==> config.mk <==
export PLATFORM = sky130hd
export DESIGN_NAME = aes_round_seq
export DESIGN_NICKNAME = d
export VERILOG_FILES = /design/src/rtl/aes_round_seq.sv
export SDC_FILE = /design/constraint.sdc
export NUM_CORES = 1
export LEC_CHECK = 0
export CAP_MARGIN = 0
export CORE_AREA = 2 2 250 252
export DETAILED_ROUTE_END_ITERATION = 7
export DIE_AREA = 0 0 252 254
export PLACE_DENSITY = 0.6
export SLEW_MARGIN = 20
export SYNTH_ARGS = -nofsm -noshare
export SYNTH_HDL_FRONTEND = slang
export SYNTH_SLANG_ARGS = --single-unit
export TNS_END_PERCENT = 5
==> constraint.sdc <==
create_clock -name clk -period 4.8 [get_ports clk]
set_clock_uncertainty 0.15 [all_clocks]
set_input_delay 0.96 -clock clk [delete_from_list [all_inputs] [get_ports clk]]
set_output_delay 0.96 -clock clk [all_outputs]
set_load 0.01 [all_outputs]
==> src/rtl/aes_round_seq.sv <==
// -----------------------------------------------------------------------------
// aes_round_seq
//
// Iterative AES-128 encryption core. One round is computed per clock using
// an external 16-byte SubBytes array and an external round-key source, so the
// block itself holds only the 128-bit state, the round counter and the
// control FSM.
//
// Byte order: FIPS-197 byte k (k = row + 4*column) sits at bits
// [127-8k -: 8], i.e. byte 0 is the most significant byte.
//
// Ports
//   clk        rising-edge clock
//   rst        synchronous active-high reset
//   in_valid   plaintext offered on in_data
//   in_ready   core is idle and can take a plaintext this cycle
//   in_data    128-bit plaintext
//   round_idx  index (0..10) of the round key that rkey must carry this cycle
//   rkey       round key for round_idx, combinational from round_idx
//   sb_in      current state, fed to the external SubBytes array
//   sb_out     SubBytes(sb_in), same byte positions, combinational
//   out_valid  ciphertext on out_data
//   out_ready  consumer takes the ciphertext
//   out_data   128-bit ciphertext
//
// Timing: the accepting edge performs key whitening, the next ten edges
// perform rounds 1..10, and out_valid is high after the tenth round edge.
// With out_ready held high a new block is taken every 12 cycles.
// -----------------------------------------------------------------------------
module aes_round_seq (
  input  logic         clk,
  input  logic         rst,
  input  logic         in_valid,
  output logic         in_ready,
  input  logic [127:0] in_data,
  output logic [3:0]   round_idx,
  input  logic [127:0] rkey,
  output logic [127:0] sb_in,
  input  logic [127:0] sb_out,
  output logic         out_valid,
  input  logic         out_ready,
  output logic [127:0] out_data
);

  localparam logic [3:0] LAST_RND = 4'd10;

  typedef enum logic [1:0] {
    IDLE  = 2'd0,
    ROUND = 2'd1,
    DONE  = 2'd2
  } fsm_t;

  fsm_t         fsm_q, fsm_d;
  logic [127:0] state_q, state_d;
  logic [3:0]   rnd_q, rnd_d;

  logic [127:0] sr_out;
  logic [127:0] mc_out;

  // ---------------------------------------------------------------------------
  // Round arithmetic
  // ---------------------------------------------------------------------------

  // Multiply by {02} in GF(2^8) with the AES reduction polynomial.
  function automatic logic [7:0] xtime(input logic [7:0] b);
    return {b[6:0], 1'b0} ^ (b[7] ? 8'h1b : 8'h00);
  endfunction

  // Row r is rotated left by r byte positions across the four columns.
  function automatic logic [127:0] shift_rows(input logic [127:0] s);
    logic [127:0] o;
    o = '0;
    for (int c = 0; c < 4; c++) begin
      for (int r = 0; r < 4; r++) begin
        o[127 - 8*(r + 4*c) -: 8] = s[127 - 8*(r + 4*((c + r) % 4)) -: 8];
      end
    end
    return o;
  endfunction

  // One column times the circulant matrix {02 03 01 01}; 03*x is xtime(x)^x.
  function automatic logic [31:0] mix_column(input logic [31:0] col);
    logic [7:0] a0, a1, a2, a3;
    logic [7:0] b0, b1, b2, b3;
    a0 = col[31:24];
    a1 = col[23:16];
    a2 = col[15:8];
    a3 = col[7:0];
    b0 = xtime(a0) ^ xtime(a1) ^ a1 ^ a2 ^ a3;
    b1 = a0 ^ xtime(a1) ^ xtime(a2) ^ a2 ^ a3;
    b2 = a0 ^ a1 ^ xtime(a2) ^ xtime(a3) ^ a3;
    b3 = xtime(a0) ^ a0 ^ a1 ^ a2 ^ xtime(a3);
    return {b0, b1, b2, b3};
  endfunction

  function automatic logic [127:0] mix_columns(input logic [127:0] s);
    logic [127:0] o;
    o = '0;
    for (int c = 0; c < 4; c++) begin
      o[127 - 32*c -: 32] = mix_column(s[127 - 32*c -: 32]);
    end
    return o;
  endfunction

  assign sr_out = shift_rows(sb_out);
  assign mc_out = mix_columns(sr_out);

  // The state register is both the SubBytes operand and the result holder:
  // in DONE it is frozen, which keeps out_data stable under backpressure.
  assign sb_in    = state_q;
  assign out_data = state_q;

  // ---------------------------------------------------------------------------
  // Control: next state, next data, outputs
  // ---------------------------------------------------------------------------
  always_comb begin
    fsm_d     = fsm_q;
    state_d   = state_q;
    rnd_d     = rnd_q;
    in_ready  = 1'b0;
    out_valid = 1'b0;
    round_idx = 4'd0;

    case (fsm_q)
      IDLE: begin
        in_ready  = 1'b1;
        round_idx = 4'd0;
        if (in_valid) begin
          state_d = in_data ^ rkey;
          rnd_d   = 4'd1;
          fsm_d   = ROUND;
        end
      end

      ROUND: begin
        round_idx = rnd_q;
        // Treating any count >= 10 as the final round keeps rnd from
        // ever running past 10, even from a corrupted counter.
        if (rnd_q >= LAST_RND) begin
          state_d = sr_out ^ rkey;
          fsm_d   = DONE;
        end else begin
          state_d = mc_out ^ rkey;
          rnd_d   = rnd_q + 4'd1;
        end
      end

      DONE: begin
        out_valid = 1'b1;
        round_idx = LAST_RND;
        if (out_ready) begin
          rnd_d = 4'd0;
          fsm_d = IDLE;
        end
      end

      default: begin
        rnd_d = 4'd0;
        fsm_d = IDLE;
      end
    endcase
  end

  // ---------------------------------------------------------------------------
  // Registers
  // ---------------------------------------------------------------------------
  always_ff @(posedge clk) begin
    if (rst) begin
      fsm_q   <= IDLE;
      state_q <= '0;
      rnd_q   <= 4'd0;
    end else begin
      fsm_q   <= fsm_d;
      state_q <= state_d;
      rnd_q   <= rnd_d;
    end
  end

endmodule

# --- Yosys cells after proc, flatten, opt, wreduce, memory -nomap -nowiden ---
# Index checks and enable logic that the tools add are counted.
word_totals:
  reg_bits: 134
  inputBits: 388
  out_inout_bits: 262
classes:
  add_sub_neg: 1
  n_lt_le_gt_ge: 1
  n_eq_ne: 6
  muxes: 30
  bitwise: 83
  n_reduce_logical: 5
op_table:
  columns: ["op", "n"]
  rows:
  - ["$xor 8x8->8", 64]
  - ["$xor 128x128->128", 3]
  - ["$mux 128", 2]
  - ["$pmux 128 s2", 1]
  - ["$xor 8x5->8", 16]
  - ["$mux 5", 16]
  - ["$mux 4", 3]
  - ["$pmux 4 s3", 1]
  - ["$ne 2x2->1 const B", 4]
  - ["$pmux 4 s2", 1]
  - ["$mux 2", 3]
  - ["$pmux 2 s3", 1]
  - ["$reduce_and 3->1", 2]
  - ["$add 4x1->4 const B", 1]
  - ["$ge 4x4->1 const B", 1]
  - ["$eq 2x1->1 const B", 1]
  - ["$eq 2x2->1 const B", 1]
  - ["$logic_not 2->1", 1]
  - ["$mux 1", 2]
  - ["$reduce_and 2->1", 1]
  - ["$reduce_bool 2->1", 1]

# --- Longest topological paths before layout ---
# Gate-level depths: netlist (run 1).
logic_depth:
  ltp_word: 9
  mapped_depth: 9
  ltp_nobuf: 6

# --- Least setup slack after synthesis (run 1) ---
# No wires, ideal clock.
synth_path:
  path_kind: "flip-flop to output port"
  startpoint: "register fsm_q[1]"
  endpoint: "output round_idx[1]"
  t_arrival_ns: 1.671
  slack_ns: 2.019
  path_stages_with_launch: 8
  cell_sequence: "dfxtp_1 > inv_1 > ha_1 > buf_2 > buf_1 > clkbuf_1 > a21oi_1 > nor2b_1"
synth_via:
  elab_chain_cells: 2
  word_cells_on_any_way: 3
  classes_between: "eq/ne (2); mux (1)"
synth_lines:
  columns: ["item", "line", "source"]
  rows:
  - ["start, declared", "53", "fsm_t fsm_q, fsm_d;"]
  - ["start signal, assigned", "173", "fsm_q <= fsm_d;"]
  - ["$eq 2x2->1 / $eq 2x1->1 (equally long branches)", "124", "case (fsm_q)"]
  - ["$pmux 4 s2 (*)", "124", null]
  - ["end, declared", "36", "output logic [3:0] round_idx,"]
# Mark *: on every way between the ends. The rest lies on a longest branch, timed or not.

# --- Worst setup path after layout (run 1) ---
layout_path:
  startpoint: "register fsm_q[1]"
  endpoint: "output round_idx[0]"
# Same word-level chain as after synthesis.

==> run metrics, run 1 <==
Die W 252 um; share of the yosys chip area belonging to registers 17.6%; first-pass GRT wire length 98400 um; Residual DRC 0; r2r setup slk 1650 ps; VDD IR max 296 uV; Reg clk slew, reported paths 60 ps; DIE HEIGHT 254 um; fin area 22000 um2; Final #Nets 2286; number of hold violations in the final report 0; final worst-path cycle share 73.6%; RSZ-0062 raised after global routing false; Finished Layout Cells 2695; fraction of registers with async set/reset 0%; crit start category flop; Worst slew margin 27.6%; CTS resizes 0; FF-to-FF Start rnd_q[0]; Synth Register Bits 134; Power Density 439 nW/um2; number of antenna violations at the first check in global routing 1; largest net degree at the start of global routing 126; worst hold path type flop to flop; Mapped Area 15200 um2; hold depth 2; Vias 15300; most frequent CP cell inv_1; TritonCTS Sinks 134; max-slew violation count 0; R2R Path End out_data[35]; total gr overflow 0; Pre-antenna DRT Iters 5; Final ANT Viol Nets 0; GP Congestion 0.859; Hold Buf Count CTS 0; Leak 8.58 nW; DP Cell Count 2663; antenna cells 0; Initial Util 24.9%; Mean Syn Cell Area 10.2 um2; critical path data arrival time 2420 ps; commonest cells in the netlist 134 x dfxtp_1, 129 x nand3_1, 129 x o22ai_1; worst hold endpoint fsm_q[1]; placement-stage cell area 21400 um2; vias in the first global route 15300; vias per inst 5.69; Initial DRC Count 1183; fill cell count 6156; maxcap violations 0; core box area 61300 um2; final wirelength 66900 um; Tmin final 3530 ps; crit-path max cell delay 610 ps; Total Routing Usage GR 20.1%; register area 2680 um2; area leader, netlist xnor3_1; crit-path cells inv_1, ha_4, inv_1, nor2_1, clkdlybuf4s50_1; Max Clk Rate 283 MHz; reg2reg path depth 7; layout cells sized above 1 3.36%; Core Rows 91; final setup vio count 0; hpwl dp 49700 um; multi-input logic area 11000 um2; Yosys cell types 41; CP Class flop to primary output; post-synth top area share 18.5%; Worst-Skew Late Latency 470 ps; Area growth syn-to-layout 44.2%; most common cell in the netlist dfxtp_1; clock root buffer clkbuf_16; outcome finished clean; top_reg_cell synth dfxtp_1; Syn Nets 1886; setup TNS 0 ps; Setup Fix Bufs, Post-CTS 0; HP Start fsm_q[1]; Worst Max-Slew Pin Slew 1090 ps; Post-Syn Instances 1492; dominant cells by area after synthesis xnor3_1 18%, dfxtp_1 18%, xor3_1 7.6%; Syn. warnings 0; Die ar. 64000 um2; average wire per standard cell 24.8 um; I/O pin count 650; CP max-delay cell clkdlybuf4s50_1; Post-synth EDFFs 0; CP Max Fanout 39; # H-tree levels 4; CTS Buf Count 17; CTS tree done; Req. time, crit path 3690 ps; crit end category primary output; Clock Path Buffers 2; I/O Buffers 649
==> registers in the layout (all words and copies together), names as in the netlist <==
name / cells
fsm_q: 2
rnd_q: 4
out_data: 128
==> layer usage <==
metal	up-vias	global-route usage, %	part of all wire (%)
met2	833	33.9	49
met5	-	0	0.019
met1	7618	25.6	42
met3	81	4.58	7.8
li1	6796	-	-
met4	2	5.77	1.8
==> worst max path at each step <==
stage	from	endpoint	slack [ps]	cells after the start
after floorplan	fsm_q[1]	round_idx[1]	2020	7
after global placement	sb_out[95]	out_data[89]	1290	5
after detailed placement	sb_out[95]	out_data[89]	1270	5
after CTS	fsm_q[1]	round_idx[0]	1220	5
after global routing	fsm_q[1]	round_idx[0]	1120	5
final	fsm_q[1]	round_idx[0]	1270	5
==> where the power goes <==
part,leakage [nW],switching [mW],internal (mW)
sequential,1.10,0.525,1.58
combinational,7.21,3.08,3.09
clock,0.270,0.602,0.750
==> kinds of logic after synthesis <==
logic type      after synthesis  synth area share (%)
flops                       134                  17.6
buf+inv                     293                  10.6
simple gates                319                  12.8
mux                          49                  3.25
compound gates              404                  22.3
xor+xnor                    287                  33.0
fa+ha+maj                     6                 0.493
==> through the flow <==
step	hold slack, ps	utilization [%]	power, mW	setup slack (ps)
floorplan	320	-	5.60	2020
global placement	333	34.9	8.15	1290
detailed placement	340	34.9	8.23	1270
CTS	349	35.8	9.66	1220
global route	369	35.8	10.1	1120
finish	352	35.8	9.64	1270
==> worst max-delay path: cells and delay by family, from the launching register on <==
family	cells	cell delay (ps)
DFF	1	320
buffers and inverters	3	960
adders and majority gates	1	500
and+or+nand+nor	1	160
==> final cells by class <==
type	count	area share, %
multi-input cells	1065	50.0
flip-flops and latches	134	12.2
inverters	7	0.120
repair buffers	667	30.6
clock inverters	8	0.336
well taps	790	4.50
clock buffers	24	2.19
==> placed cells by master (no fill, tap or decap), drive strengths merged, types with 2 or more instances in the layout <==
cell type      instances
a21oi                  9
clkinvlp               2
nor3b                 48
a2111o                80
clkinv                 5
a32oi                128
nand4                 80
dfxtp                134
xnor2                 69
nand2                  2
mux2i                 49
inv                    7
xor3                  49
clkbuf                24
o21ai                  3
o22ai                129
nor2b                  3
and2                   2
clkdlybuf4s50        648
a2111oi               48
ha                     6
nand3                129
buf                   19
nor2                   2
or4                   49
xor2                  44
xnor3                125
Power figures use the tool's default switching activity.
==> inputs of run 2 (changes only) <==
Settings changed: CORE_AREA 2 2 250 252 to 2 2 251 253, DIE_AREA 0 0 252 254 to 0 0 253 255, PLACE_DENSITY 0.6 to 0.61.
Clock period 4.8 ns to 3.2 ns, I/O delays scaled along.
==> run metrics, run 2 (synthesis gave the netlist of run 1 again) <==
outcome finished clean; number of hold violations in the final report 0 (unchanged); Req. time, crit path 2410 ps (-1280 ps); CP max-delay cell clkdlybuf4s50_1; final worst-path cycle share 90.0%; CP Max Fanout 11 (-72%); CTS resizes 0 (unchanged); CTS tree done; Worst slew margin 53.8% (+26 points); Core Rows 92 (+1.1%); busiest grt layer met2; maxcap violations 0 (unchanged); Worst Hold Slack 361 ps (+9.53 ps); crit-path max cell delay 570 ps (-40 ps); I/O Buffers 649 (unchanged); Pre-antenna DRT Iters 7 (+2); most frequent CP cell inv_1; crit end category primary output; Setup crit end round_idx[0]; Die ar. 64500 um2 (+0.79%); GR met1 Demand/Resource 26.5% (+0.93 points); Worst-Skew Late Latency 490 ps (+20 ps); max-slew violation count 0 (unchanged); R2R Path End out_data[49]; layout cells sized above 1 6.51% (+3.1 points); Final ANT Viol Nets 0 (unchanged); Max Clk Rate 347 MHz; core box area 62200 um2 (+1.5%); GP Congestion 0.888 (+3.4%); most common cell after layout, fill and taps aside clkdlybuf4s50_1; sw power 6.47 mW (+54%); Area growth syn-to-layout 48.1%; RSZ-0062 raised after global routing false; # H-tree levels 4 (unchanged); VDD IR max 442 uV (+50%); DP Cell Count 2736 (+2.7%); Final #Nets 2350 (+2.8%); most frequent cells in the layout 648 x clkdlybuf4s50_1, 134 x dfxtp_1, 129 x o22ai_1, 129 x nand3_1, 128 x a32oi_1; I/O pin count 650 (unchanged); first-pass GRT wire length 102000 um (+3.5%); Reg clk slew, reported paths 60 ps (about the same); reg2reg path depth 7 (unchanged); TritonCTS Sinks 134 (unchanged); fill cell count 6132 (-0.39%); Leak 8.92 nW (+4.0%); met3 usage in global routing 4.70% (+0.12 points); Worst Max-Slew Pin Slew 688 ps (-398 ps); register area 2680 um2 (unchanged); Global Route met2 Usage 35.2% (+1.3 points); multi-input logic area 11000 um2 (unchanged); r2r setup slk 640 ps (-1010 ps); largest net degree at the start of global routing 95 (-25%); Power Internal 8.32 mW (+53%); average wire per standard cell 25.5 um (+2.6%); Total Routing Usage GR 20.8% (+0.75 points); FF-to-FF Start fsm_q[0]; crit-path cells inv_1, ha_4, inv_1, nor2_1, clkdlybuf4s50_1; setup TNS 0 ps (unchanged); CP Class flop to primary output; DIE HEIGHT 255 um (+0.39%); number of cells on the critical path 5 (unchanged); Critical Path Source fsm_q[1]; Clock Power Share 14.4% (+0.4 points); Initial DRC Count 1304 (+10%); total gr overflow 0 (unchanged); worst hold path type flop to flop; switching part of the total 43.7% (+0.056 points); vias per inst 5.68 (about the same); max FFs per register 128 (unchanged); Largest delay share family, worst path buffers and inverters; critical path data arrival time 2090 ps (-330 ps); Bufs and invs on worst path 3 (unchanged); Setup Fix Bufs, Post-CTS 0 (unchanged); final setup vio count 0 (unchanged); Die W 253 um (+0.40%); hpwl dp 52100 um (+4.9%); crit start category flop; Vias 15700 (+2.7%); Residual DRC 0 (unchanged); final wirelength 70500 um (+5.4%); sequential power share 21.7% (-0.2 points); Gate power share 63.9% (-0.2 points); number of antenna violations at the first check in global routing 3 (+2); clock root buffer clkbuf_16; vias in the first global route 15600 (+2.0%); Power Density 656 nW/um2 (+49%); CTS Buf Count 17 (unchanged); Finished Layout Cells 2769 (+2.7%); final core occ 36.3% (+0.44 points); Initial Util 24.5% (-0.36 points); Clock Path Buffers 2 (unchanged); Tmin final 2880 ps; Hold Buf Count CTS 0 (unchanged)
==> run 2: cell count changes in the layout (fill, tap and decap cells not counted) <==
cell	previous run	this run
buf_4	12	69
diode_2	0	3
clkbuf_1	4	2
clkbuf_8	3	2
buf_12	7	14
bufinv_16	1	2
==> run 2: final cells by class <==
cell class / instances / area share, %
Multi-Input combinational cell: 1065 / 48.7
Clock inverter: 9 / 0.460
Sequential cell: 134 / 11.9
Clock buffer: 21 / 2.04
Timing Repair Buffer: 731 / 32.3
Antenna cell: 3 / 0.0333
Inverter: 7 / 0.117
Tap cell: 799 / 4.43
==> run 2: stage by stage <==
step           area [um2]  setup WS, ps  power [mW]
5_1_grt             22500           194        15.5
3_3_place_gp        22000           201        12.4
6_report            22600           319        14.8
2_1_floorplan       15200           739        8.40
4_1_cts             22500           288        14.8
3_5_place_dp        22000           208        12.6
==> run 2: layer usage <==
layer	wire [um]	share of wire, %
met1	29400	42
met2	34500	49
met3	5220	7.4
met4	1440	2.0
met5	29	0.041
==> run 2: worst reg2reg max path, cell delays in order (launching register included) <==
cell and delay, ps:
dfxtp_1 410, inv_1 110, ha_1 310, mux2i_4 270
or2_4 290, buf_12 190, or4_1 690, nand3_1 90
==> run 2: worst min path at each step <==
stage | to | from | depth (start not counted) | slack, ps
after floorplan | fsm_q[1] | fsm_q[1] | 2 | 320
after global placement | fsm_q[1] | fsm_q[1] | 2 | 340
after detailed placement | fsm_q[1] | fsm_q[1] | 2 | 350
after CTS | fsm_q[1] | fsm_q[1] | 2 | 360
after global routing | fsm_q[1] | fsm_q[1] | 2 | 390
final | fsm_q[1] | fsm_q[1] | 2 | 360
==> run 2: power groups by stage <==
stage | clock network, mW | registers, mW | logic (mW)
floorplan | 0 | 3.18 | 5.21
global placement | 0 | 3.21 | 9.22
detailed placement | 0 | 3.22 | 9.33
CTS | 2.18 | 3.21 | 9.39
global route | 2.24 | 3.27 | 9.99
finish | 2.13 | 3.21 | 9.45
